<file path="src/rtl/output_serializer.sv">
// Captures four-channel network results into a small FIFO and replays them one
// channel word at a time over a valid/ready stream, dropping and flagging overflows.
module output_serializer #(
    parameter int W     = 16,
    parameter int DEPTH = 4
) (
    input  logic                     clk,
    input  logic                     rst,
    input  logic [W-1:0]             in_d0,
    input  logic [W-1:0]             in_d1,
    input  logic [W-1:0]             in_d2,
    input  logic [W-1:0]             in_d3,
    input  logic                     in_v,
    output logic [W-1:0]             out_data,
    output logic [1:0]               out_ch,
    output logic                     out_last,
    output logic                     out_valid,
    input  logic                     out_ready,
    output logic [$clog2(DEPTH):0]   count,
    output logic                     overflow,
    input  logic                     clear_ovf
);

    localparam int            AW   = $clog2(DEPTH);
    localparam logic [AW:0]   FULL = (AW + 1)'(DEPTH);

    typedef enum logic {IDLE, EMIT} state_t;

    state_t            state;
    logic [4*W-1:0]    mem [DEPTH];
    logic [W-1:0]      hold [4];
    logic [AW-1:0]     wr_ptr;
    logic [AW-1:0]     rd_ptr;
    logic [4*W-1:0]    head;
    logic              pop;
    logic              write;
    logic              drop;
    logic [1:0]        next_ch;

    assign head    = mem[rd_ptr];
    // A pop frees a slot on the same edge, so a full FIFO can still accept a write then.
    assign pop     = (count != '0) &&
                     ((state == IDLE) || (state == EMIT && out_ready && out_ch == 2'd3));
    assign write   = in_v && ((count < FULL) || pop);
    assign drop    = in_v && !write;
    assign next_ch = out_ch + 2'd1;

    always_ff @(posedge clk) begin
        if (write)
            mem[wr_ptr] <= {in_d3, in_d2, in_d1, in_d0};
        if (pop)
            for (int i = 0; i < 4; i++)
                hold[i] <= head[i*W +: W];
    end

    always_ff @(posedge clk or negedge rst) begin
        if (!rst) begin
            state     <= IDLE;
            wr_ptr    <= '0;
            rd_ptr    <= '0;
            count     <= '0;
            out_ch    <= '0;
            out_data  <= '0;
            out_last  <= 1'b0;
            out_valid <= 1'b0;
            overflow  <= 1'b0;
        end else begin
            if (write)
                wr_ptr <= wr_ptr + AW'(1);
            if (pop)
                rd_ptr <= rd_ptr + AW'(1);

            case ({write, pop})
                2'b10:   count <= count + (AW + 1)'(1);
                2'b01:   count <= count - (AW + 1)'(1);
                default: count <= count;
            endcase

            // A drop wins over a clear on the same edge so no loss goes unreported.
            if (drop)
                overflow <= 1'b1;
            else if (clear_ovf)
                overflow <= 1'b0;

            case (state)
                IDLE: begin
                    if (pop) begin
                        state     <= EMIT;
                        out_valid <= 1'b1;
                        out_ch    <= 2'd0;
                        out_last  <= 1'b0;
                        out_data  <= head[W-1:0];
                    end
                end
                EMIT: begin
                    if (out_ready) begin
                        if (out_ch != 2'd3) begin
                            out_ch   <= next_ch;
                            out_last <= (next_ch == 2'd3);
                            out_data <= hold[next_ch];
                        end else if (pop) begin
                            out_ch   <= 2'd0;
                            out_last <= 1'b0;
                            out_data <= head[W-1:0];
                        end else begin
                            state     <= IDLE;
                            out_valid <= 1'b0;
                        end
                    end
                end
            endcase
        end
    end

endmodule

</file>
<file path="config.mk">
export PLATFORM = sky130hd
export DESIGN_NAME = output_serializer
export DESIGN_NICKNAME = d
export VERILOG_FILES = /design/src/rtl/output_serializer.sv
export SDC_FILE = /design/constraint.sdc
export NUM_CORES = 1
export LEC_CHECK = 0
export BUFFER_PORTS_ARGS = -buffer_cell sky130_fd_sc_hd__buf_2
export CAP_MARGIN = 10
export CORE_MARGIN = 4
export CORE_UTILIZATION = 60
export DETAILED_ROUTE_END_ITERATION = 12
export GPL_ROUTABILITY_DRIVEN = 1
export PLACE_DENSITY = 0.83
export SYNTH_ARGS = -nofsm -noshare
export SYNTH_HDL_FRONTEND = slang
export SYNTH_SLANG_ARGS = --single-unit
export TNS_END_PERCENT = 50
</file>
<file path="constraint.sdc">
create_clock -name clk -period 6.4 [get_ports clk]
set_input_delay 0.32 -clock clk [delete_from_list [all_inputs] [get_ports clk]]
set_output_delay 0.32 -clock clk [all_outputs]
set_load 0.05 [all_outputs]
</file>
# ---- Word level (Yosys, flattened, before mapping)
# Memories as Yosys holds them, arrays and structs flattened.
# Index checks and enable logic that the tools add are counted.
dict set report op_classes {
  n_reduce_logical 12
  mux 27
  add_sub_neg 5
  magnitude_cmp 1
  n_eq_ne 9
  bitwise 1
}
# op count
set ops {}
lappend ops {{$mux W16} 3}
lappend ops {{$pmux W16 S2} 1}
lappend ops {{$mux W1} 15}
lappend ops {{$ne A2 B2 Y1 const B} 5}
lappend ops {{$add A2 B1 Y2 const B} 3}
lappend ops {{$eq A2 B2 Y1 const B} 3}
lappend ops {{$mux W2} 3}
lappend ops {{$pmux W1 S2} 3}
lappend ops {{$pmux W3 S2} 1}
lappend ops {{$logic_and A1 B1 Y1} 5}
lappend ops {{$pmux W2 S2} 1}
lappend ops {{$reduce_and A4 Y1} 1}
lappend ops {{$reduce_bool A2 Y1} 2}
lappend ops {{$add A3 B1 Y3 const B} 1}
lappend ops {{$lt A3 B3 Y1 const B} 1}
lappend ops {{$reduce_bool A3 Y1} 1}
lappend ops {{$sub A3 B1 Y3 const B} 1}
lappend ops {{$eq A2 B1 Y1 const B} 1}
lappend ops {{$logic_or A1 B1 Y1} 2}
lappend ops {{$logic_not A1 Y1} 1}
lappend ops {{$not A1 Y1} 1}
dict set report totals {
  output_inout_bits 24
  reg_bits 29
  ram_bits 320
  word_cells 66
  memories 2
  in_bits 69
}
# name depth word_bits read_ports rd_ports_with_merged_regs write_ports line
set memory_table {}
lappend memory_table {mem 4 64 1 0 1 30} ;# logic [4*W-1:0] mem [DEPTH];
lappend memory_table {hold 4 16 1 0 4 31} ;# logic [W-1:0] hold [4];

# ---- Depth between registers and ports, before layout
# Gate-level depths: netlist of run 1.
dict set report depth {
  ltp_word 9
  depth_mapped 10
  ltp_nobuf 10
}

# ---- Worst setup path after synthesis of run 1
# OpenSTA, ideal clock, no wires.
dict set report synth_timing {
  path_type {register to register}
  startpoint {register out_ch[0]}
  endpoint {register count[2]}
  arrival_time_ns 5.126
  path_buffers 0
  setup_ns 0.148
  required_ns 6.252
  path_stages_with_launch 10
  path_slack_ns 1.126
  period_less_slack_ns 5.274
  path_cell_list {dfrtp_1 > ha_1 > a21boi_2 > nor2_1 > ha_1 > inv_1 > fa_1 > xor2_1 > nor2_1 > xor2_1}
}
dict set report synth_between {
  elab_chain_len 8
  elab_cells_between_ends 10
  cone_classes {3 x eq/ne; 1 x mux; 6 x reduce/logical}
}
# item line
set synth_lines {}
lappend synth_lines {{start: declaration} 15} ;# output logic [1:0] out_ch,
lappend synth_lines {{start signal: assignment} 98} ;# out_ch <= next_ch;
lappend synth_lines {{$eq A2 B2 Y1 *} 43} ;# ((state == IDLE) || (state == EMIT && out_ready && out_ch == 2'd3));
lappend synth_lines {{$logic_and A1 B1 Y1 *} 43}
lappend synth_lines {{$logic_or A1 B1 Y1 *} 43}
lappend synth_lines {{$logic_and A1 B1 Y1 *} 42} ;# assign pop = (count != '0) &&
lappend synth_lines {{via pop} 35} ;# logic pop;
lappend synth_lines {{$logic_or A1 B1 Y1} 44} ;# assign write = in_v && ((count < FULL) || pop);
lappend synth_lines {{$logic_and A1 B1 Y1} 44}
lappend synth_lines {{$eq A2 B1 Y1 or $eq A2 B2 Y1 (tied branches)} 73} ;# case ({write, pop})
lappend synth_lines {{$pmux W3 S2 or $reduce_bool A2 Y1 (tied branches)} n/a}
lappend synth_lines {{end signal: assignment} 74} ;# 2'b10: count <= count + (AW + 1)'(1);
lappend synth_lines {{end signal: assignment} 75} ;# 2'b01: count <= count - (AW + 1)'(1);
lappend synth_lines {{end signal: assignment} 76} ;# default: count <= count;
lappend synth_lines {{end: declaration} 19} ;# output logic [$clog2(DEPTH):0] count,
# Mark *: on every way through the listed nets, which the timed path passes. The rest lies on a longest branch.
# A chain may end at the register's enable or synchronous reset.

# ---- Worst setup path in the final report of run 1
dict set report layout_timing {
  startpoint {register out_ch[0]}
  endpoint {memory mem[0][52] (netlist bit), enable pin}
}
dict set report layout_between {
  elab_chain_len 8
}
# item line
set layout_lines {}
lappend layout_lines {{$eq A2 B2 Y1} 43}
lappend layout_lines {{$logic_and A1 B1 Y1} 43}
lappend layout_lines {{$logic_or A1 B1 Y1} 43}
lappend layout_lines {{$logic_and A1 B1 Y1} 42}
lappend layout_lines {{$logic_or A1 B1 Y1} 44}
lappend layout_lines {{$logic_and A1 B1 Y1} 44}
lappend layout_lines {{$mux W1} 49} ;# if (write)
lappend layout_lines {{$mux W1 (not written as such)} 50} ;# mem[wr_ptr] <= {in_d3, in_d2, in_d1, in_d0};
lappend layout_lines {{end: declaration} 30}
# Every way passes these cells.

==> results of run 1 <==
-- what timing repair did --
action / CTS / global route
hold buffers: 2 / 0
buffers inserted: 0 / 0
hold endpoints to repair: 30 / 0
setup endpoints to repair: 0 / 0
-- area by class of cell --
cell class | instances | area share
multi-input combinational | 211 | 0.1762
tap | 275 | 0.02286
timing repair buffer | 103 | 0.03773
inverter | 10 | 0.002493
sequential | 349 | 0.6868
clock buffer | 43 | 0.06366
clock inverter | 20 | 0.01022
-- metal layers --
layer  global-route usage  part of all wire  vias up
met1               0.2985              0.38     3199
met3              0.05808             0.092       72
met4              0.07397             0.029        4
met5                    0           0.00080        -
met2               0.3662              0.50      328
li1                     -                 -     2722
-- cell usage after synthesis (5+ instances only) --
cell type	count
ha_1	7
o21ai_0	5
mux4_2	63
inv_1	10
o22ai_1	12
dfrtp_1	29
o32ai_1	12
nand3_1	10
buf_4	7
buf_2	15
nor3_1	21
edfxtp_1	320
mux2_2	31
-- stage by stage --
step                      hold slack, ns  area (um^2)  cells
after floorplan                  0.02441        13180    599
after global placement            0.3818        13890    945
after detailed placement          0.3965        13890    945
after CTS                       0.009770        15030   1010
after global routing             0.01095        15050   1011
final                            0.02856        15050   1011
-- where the power goes --
part	leakage, nW	total, W	switching, W	internal, W
clock network	0.536	0.00196	0.000812	0.00115
registers	3.25	0.00327	0.000231	0.00304
logic	1.30	0.00200	0.00119	0.000817
total	5.08	0.00723	0.00223	0.00501
-- cell families after synthesis --
group                      count (synthesis)  share of synthesized area
AOI/OAI and AO/OA                         45                    0.02591
xor gates and xnor gates                   6                   0.003987
adders and majority gates                  8                   0.008163
buffers and inverters                     39                    0.01566
DFF                                      349                     0.7841
muxes                                     98                     0.1384
and+or+nand+nor                           54                    0.02383
-- critical path, stage by stage (launching register included) --
cell and delay (ns):
dfrtp_1 0.71, ha_1 0.44, a21boi_2 0.28, a21boi_2 0.36
and2_2 1.01, buf_4 0.50
-- worst min path at each step --
stage,to,slack [ns],from
final,mem[1][2],0.03,in_d0[2]
after CTS,mem[0][55],0.01,in_d3[7]
after global routing,mem[2][55],0.01,in_d3[7]
after floorplan,count[0],0.02,rst
after detailed placement,out_data[8],0.40,rst
after global placement,out_data[13],0.38,rst
-- registers in the layout (all words and copies together), names as in the netlist --
register and count:
rd_ptr 2, count 3, out_ch 2, mem 256, state 1, overflow 1
hold 64, out_data 16, wr_ptr 2, out_valid 1, out_last 1
==> qor.csv, run 1 <==
stage,metric,value,unit
synthesis,largest area contributor in the netlist,edfxtp_1,
floorplanning,die height,156.2,um
synthesis,synthesized instance count,599,
placement,count of input and output buffers,92,
sta,Max Clock Skew,0.01126,ns
finish,fin util,0.7072,
worst_setup_path,crit path from,out_ch[0],
worst_setup_path,WS Path Type,reg2reg,
synthesis,"FFs w/ async S/R, synth",0.08309,
routing,via count,6325,
synthesis,Post-synth EDFFs,320,
synthesis,Seq cells post-synth,349,
sta,Worst-Margin Slew,1.194,ns
sta,highest clock rate,0.2743,GHz
floorplanning,Initial Util,0.6192,
grt,largest net degree at the start of global routing,67,
cts,CTS tree,built,
worst_setup_path,CP Launch Type,flip-flop,
worst_setup_path,critical path data required time,6.56,ns
sta,period utilisation layout,0.5696,
routing,drt first pass iters,6,
synthesis,synth warn,0,
finish,"most common cell after layout, fill and taps aside",edfxtp_1,
finish,share of cells above drive strength 1,0.3492,
grt,grt total ovfl,0,
worst_setup_path,reg2reg path depth,5,
synthesis,Synth area leaders,"edfxtp_1 (73%), mux4_2 (11%), dfrtp_1 (5.5%), mux2_2 (2.6%), nor3_1 (0.80%)",
cts,CTS H-tree lvls,2,
routing,post-route ant nets,0,
placement,Place WS,2.763,ns
synthesis,top_reg_cell synth,edfxtp_1,
floorplanning,Horiz. Die Dim,156.2,um
pwr,pwr dens,480.6,nW/um^2
sta,Max-slew headroom,0.2041,
routing,Total Wirelength,26290,um
synthesis,Yosys top cell area share,0.7290,
worst_setup_path,RR Endpoint,mem[0][52],
grt,global-route wire length before repair,40700,um
flow_run,# Max-Cap Violations,0,
routing,wire per inst,26.00,um
worst_setup_path,maximum net fanout on the critical path,41,
routing,Iter 0 DRT Violations,611,
worst_setup_path,crit path capture type,flip-flop,
hold_path,worst hold path class,in2reg,
placement,DP HPWL,15010,um
routing,DRC Markers,0,
finish,register area,10340,um^2
cts,post_cts resized,0,
floorplanning,full die area,24400,um^2
floorplanning,Rows,53,
grt,Tot GR Track Use,0.2232,
finish,Multi-input gate area,2653,um^2
sta,final setup fails,0,
finish,most frequent cells in the layout,"edfxtp_1 (320), buf_2 (92), mux4_2 (63)",
sta,Total Neg Setup Slack,0,ns
finish,fillers,1195,
pwr,Pleak,5.080,nW
pwr,worst vdd ir,0.2537,mV
grt,number of global-route vias before repair,6916,
worst_setup_path,crit path capture,mem[0][52],
sta,Final Hold Viols,0,
cts,Clock Sinks,349,
floorplanning,core footprint,21290,um^2
outcome,outcome,"complete, no violations",
cts,Num CTS Buffers,35,
sta,RSZ-0062 raised after global routing,false,
cts,Clock Pin Slew Worst Setup and Hold Paths,0.06,ns
cts,clk root buf,clkbuf_16,
worst_setup_path,"reg-to-reg slack, setup",2.75,ns
sta,"Slew Viols, Final",0,
floorplanning,I/O pins,93,
placement,gpl congestion,0.7953,
pwr,total power,0.007235,W
cts,Clock Tree Buf Depth,3,
synthesis,"Seq/Total Area, Yosys",0.7841,
synthesis,Syn Area/Cell,22.01,um^2
sta,Tmin final,3.645,ns
synthesis,Post-Syn Nets,676,
hold_path,Cells on Worst Hold Path,1,
synthesis,Synth cell types,43,
routing,DR vias/cell,6.256,
finish,P&R area growth vs syn,14.21,%
cts,worst skew pair latency,0.50,ns
finish,antenna fix cells,0,
sta,Setup WS post-layout,2.755,ns
grt,initial antenna violation count,2,
synthesis,Mapped Area,13180,um^2
worst_setup_path,Critical Path AT,3.81,ns
worst_setup_path,reg-to-reg critical path startpoint,out_ch[0],
finish,fin nets,787,
Power figures use the tool's default switching activity.
==> run 2, diff against run 1 <==
clock period = 3.64 ns   (was 6.4 ns; I/O delays follow)
==> run 2 against run 1 <==
Cell count is 7.2% higher. Global-route usage is 1.7 points higher. Wire length increased by 8.8%. Final area increased by 5.4%. Clock-buffer cell count increased by 2.
==> qor.csv, run 2 (synthesis results as in run 1) <==
stage,metric,value,unit
cts,Clock Pin Slew Worst Setup and Hold Paths,0.06,ns
cts,post_cts resized,0,
sta,Max-slew headroom,0.2237,
pwr,switching portion of total power,0.3103,
finish,Largest regs,"mem: 256 flops, hold: 64 flops, out_data: 16 flops",
floorplanning,Horiz. Die Dim,156.2,um
floorplanning,die height,156.2,um
finish,fin util,0.7455,
routing,via count,6792,
sta,Max Clock Skew,0.02375,ns
cts,CTS tree,built,
worst_setup_path,crit path capture type,flip-flop,
grt,global-route wire length before repair,43460,um
routing,DRC Markers,0,
finish,fin area,15870,um^2
routing,Iter 0 DRT Violations,694,
sta,Total Neg Setup Slack,0,ns
grt,Tot GR Track Use,0.2404,
sta,"Slew Viols, Final",0,
floorplanning,Initial Util,0.6192,
pwr,Pleak,5.440,nW
worst_setup_path,CP max-delay cell,dfrtp_1,
worst_setup_path,Critical Path AT,3.32,ns
placement,count of input and output buffers,92,
pwr,register share of total power,0.449,
placement,DP HPWL,16040,um
grt,number of global-route vias before repair,7079,
finish,P&R area growth vs syn,20.40,%
placement,gpl congestion,0.7777,
floorplanning,Rows,53,
worst_setup_path,maximum net fanout on the critical path,22,
cts,Clock Sinks,349,
pwr,NetSw,0.004079,W
outcome,outcome,"complete, no violations",
cts,# hold bufs at CTS,67,
routing,drt first pass iters,5,
sta,final setup fails,0,
pwr,worst vdd ir,0.4898,mV
routing,post-route ant nets,0,
cts,clk root buf,clkbuf_16,
cts,Clock Tree Buf Depth,3,
routing,wire per inst,26.39,um
sta,hold slack,0.1555,ns
worst_setup_path,crit-path cells,ha_1 -> a21boi_2 -> buf_4 -> a21boi_2 -> and2_2 -> buf_4,
grt,grt total ovfl,0,
pwr,Int Pwr,0.009068,W
pwr,clock share of power,0.280,
finish,max FFs per register,256,
worst_setup_path,max incr delay on CP,0.72,ns
sta,Worst-Margin Slew,1.164,ns
sta,Tmin final,3.099,ns
hold_path,worst hold path class,in2reg,
cts,CTS H-tree lvls,2,
sta,highest clock rate,0.3227,GHz
finish,"most common cell after layout, fill and taps aside",edfxtp_1,
pwr,Comb power frac,0.270,
cts,post-CTS setup buffers,0,
grt,initial antenna violation count,1,
worst_setup_path,critical path data required time,3.86,ns
floorplanning,full die area,24400,um^2
grt,largest net degree at the start of global routing,67,
sta,period utilisation layout,0.8513,
pwr,pwr dens,828.4,nW/um^2
cts,worst skew pair latency,0.52,ns
floorplanning,core footprint,21290,um^2
routing,DR vias/cell,6.266,
sta,RSZ-0062 raised after global routing,false,
worst_setup_path,CP Launch Type,flip-flop,
placement,dpl cell area,14010,um^2
worst_setup_path,WS Path Type,reg2reg,
flow_run,# Max-Cap Violations,0,
routing,Total Wirelength,28610,um
cts,Num CTS Buffers,35,
finish,share of cells above drive strength 1,0.3292,
floorplanning,I/O pins,93,
finish,Largest Register,mem,
sta,Final Hold Viols,0,
finish,most frequent cells in the layout,"edfxtp_1 (320), buf_2 (92), dlygate4sd3_1 (67)",
finish,fin nets,858,
-- run 2: final cells by class --
cell class	instances	area, um^2
Clock buffer	45	954.7
Sequential cell	349	10340
Antenna cell	1	2.502
Tap cell	275	344.1
Multi-Input combinational cell	211	2653
Clock inverter	19	232.7
Timing Repair Buffer	174	1306
Fill cell	1071	5416
Inverter	10	37.54
-- run 2: final timing paths --
check	from	end	slack, ns	depth (start not counted)
max in group asynchronous	rst	rd_ptr[0]	2.82	2
hold reg to reg	out_last	out_last	0.54	1
min in group asynchronous	rst	out_data[8]	0.26	2
hold / removal	in_v	wr_ptr[0]	0.16	3
setup / recovery	out_ch[0]	mem[0][36]	0.54	6
setup reg to reg	out_ch[0]	mem[0][36]	0.54	6
-- run 2: power groups by stage --
stage,logic [W],clock network [W],registers (W)
6_report,0.00356,0.00369,0.00591
4_1_cts,0.00356,0.00370,0.00590
3_3_place_gp,0.00335,0,0.00590
5_1_grt,0.00376,0.00392,0.00598
3_5_place_dp,0.00345,0,0.00596
2_1_floorplan,0.00226,0,0.00608
-- run 2: stage by stage --
| step | total power (W) | std cells | worst slack [ns] |
|---|---|---|---|
| after global placement | 0.009247 | 952 | 0.8144 |
| final | 0.01315 | 1084 | 0.5414 |
| after floorplan | 0.008342 | 599 | 0.3576 |
| after detailed placement | 0.009407 | 952 | 0.6153 |
| after global routing | 0.01366 | 1084 | 0.3564 |
| after CTS | 0.01316 | 1083 | 0.5684 |
-- run 2: routing by layer --
metal,share of wire,vias to the layer above,GRT usage
met5,0,-,0
met4,0.029,0,0.07686
met3,0.083,65,0.04674
met2,0.52,386,0.4018
met1,0.37,3462,0.3277
li1,-,2879,-
-- run 2: critical path: cells and delay by family (launching register included) --
family          cells  cell delay (ns)
flops               1             0.72
compound gates      2             0.40
fa+ha+maj           1             0.45
buf+inv             2             0.54
simple gates        1             0.70
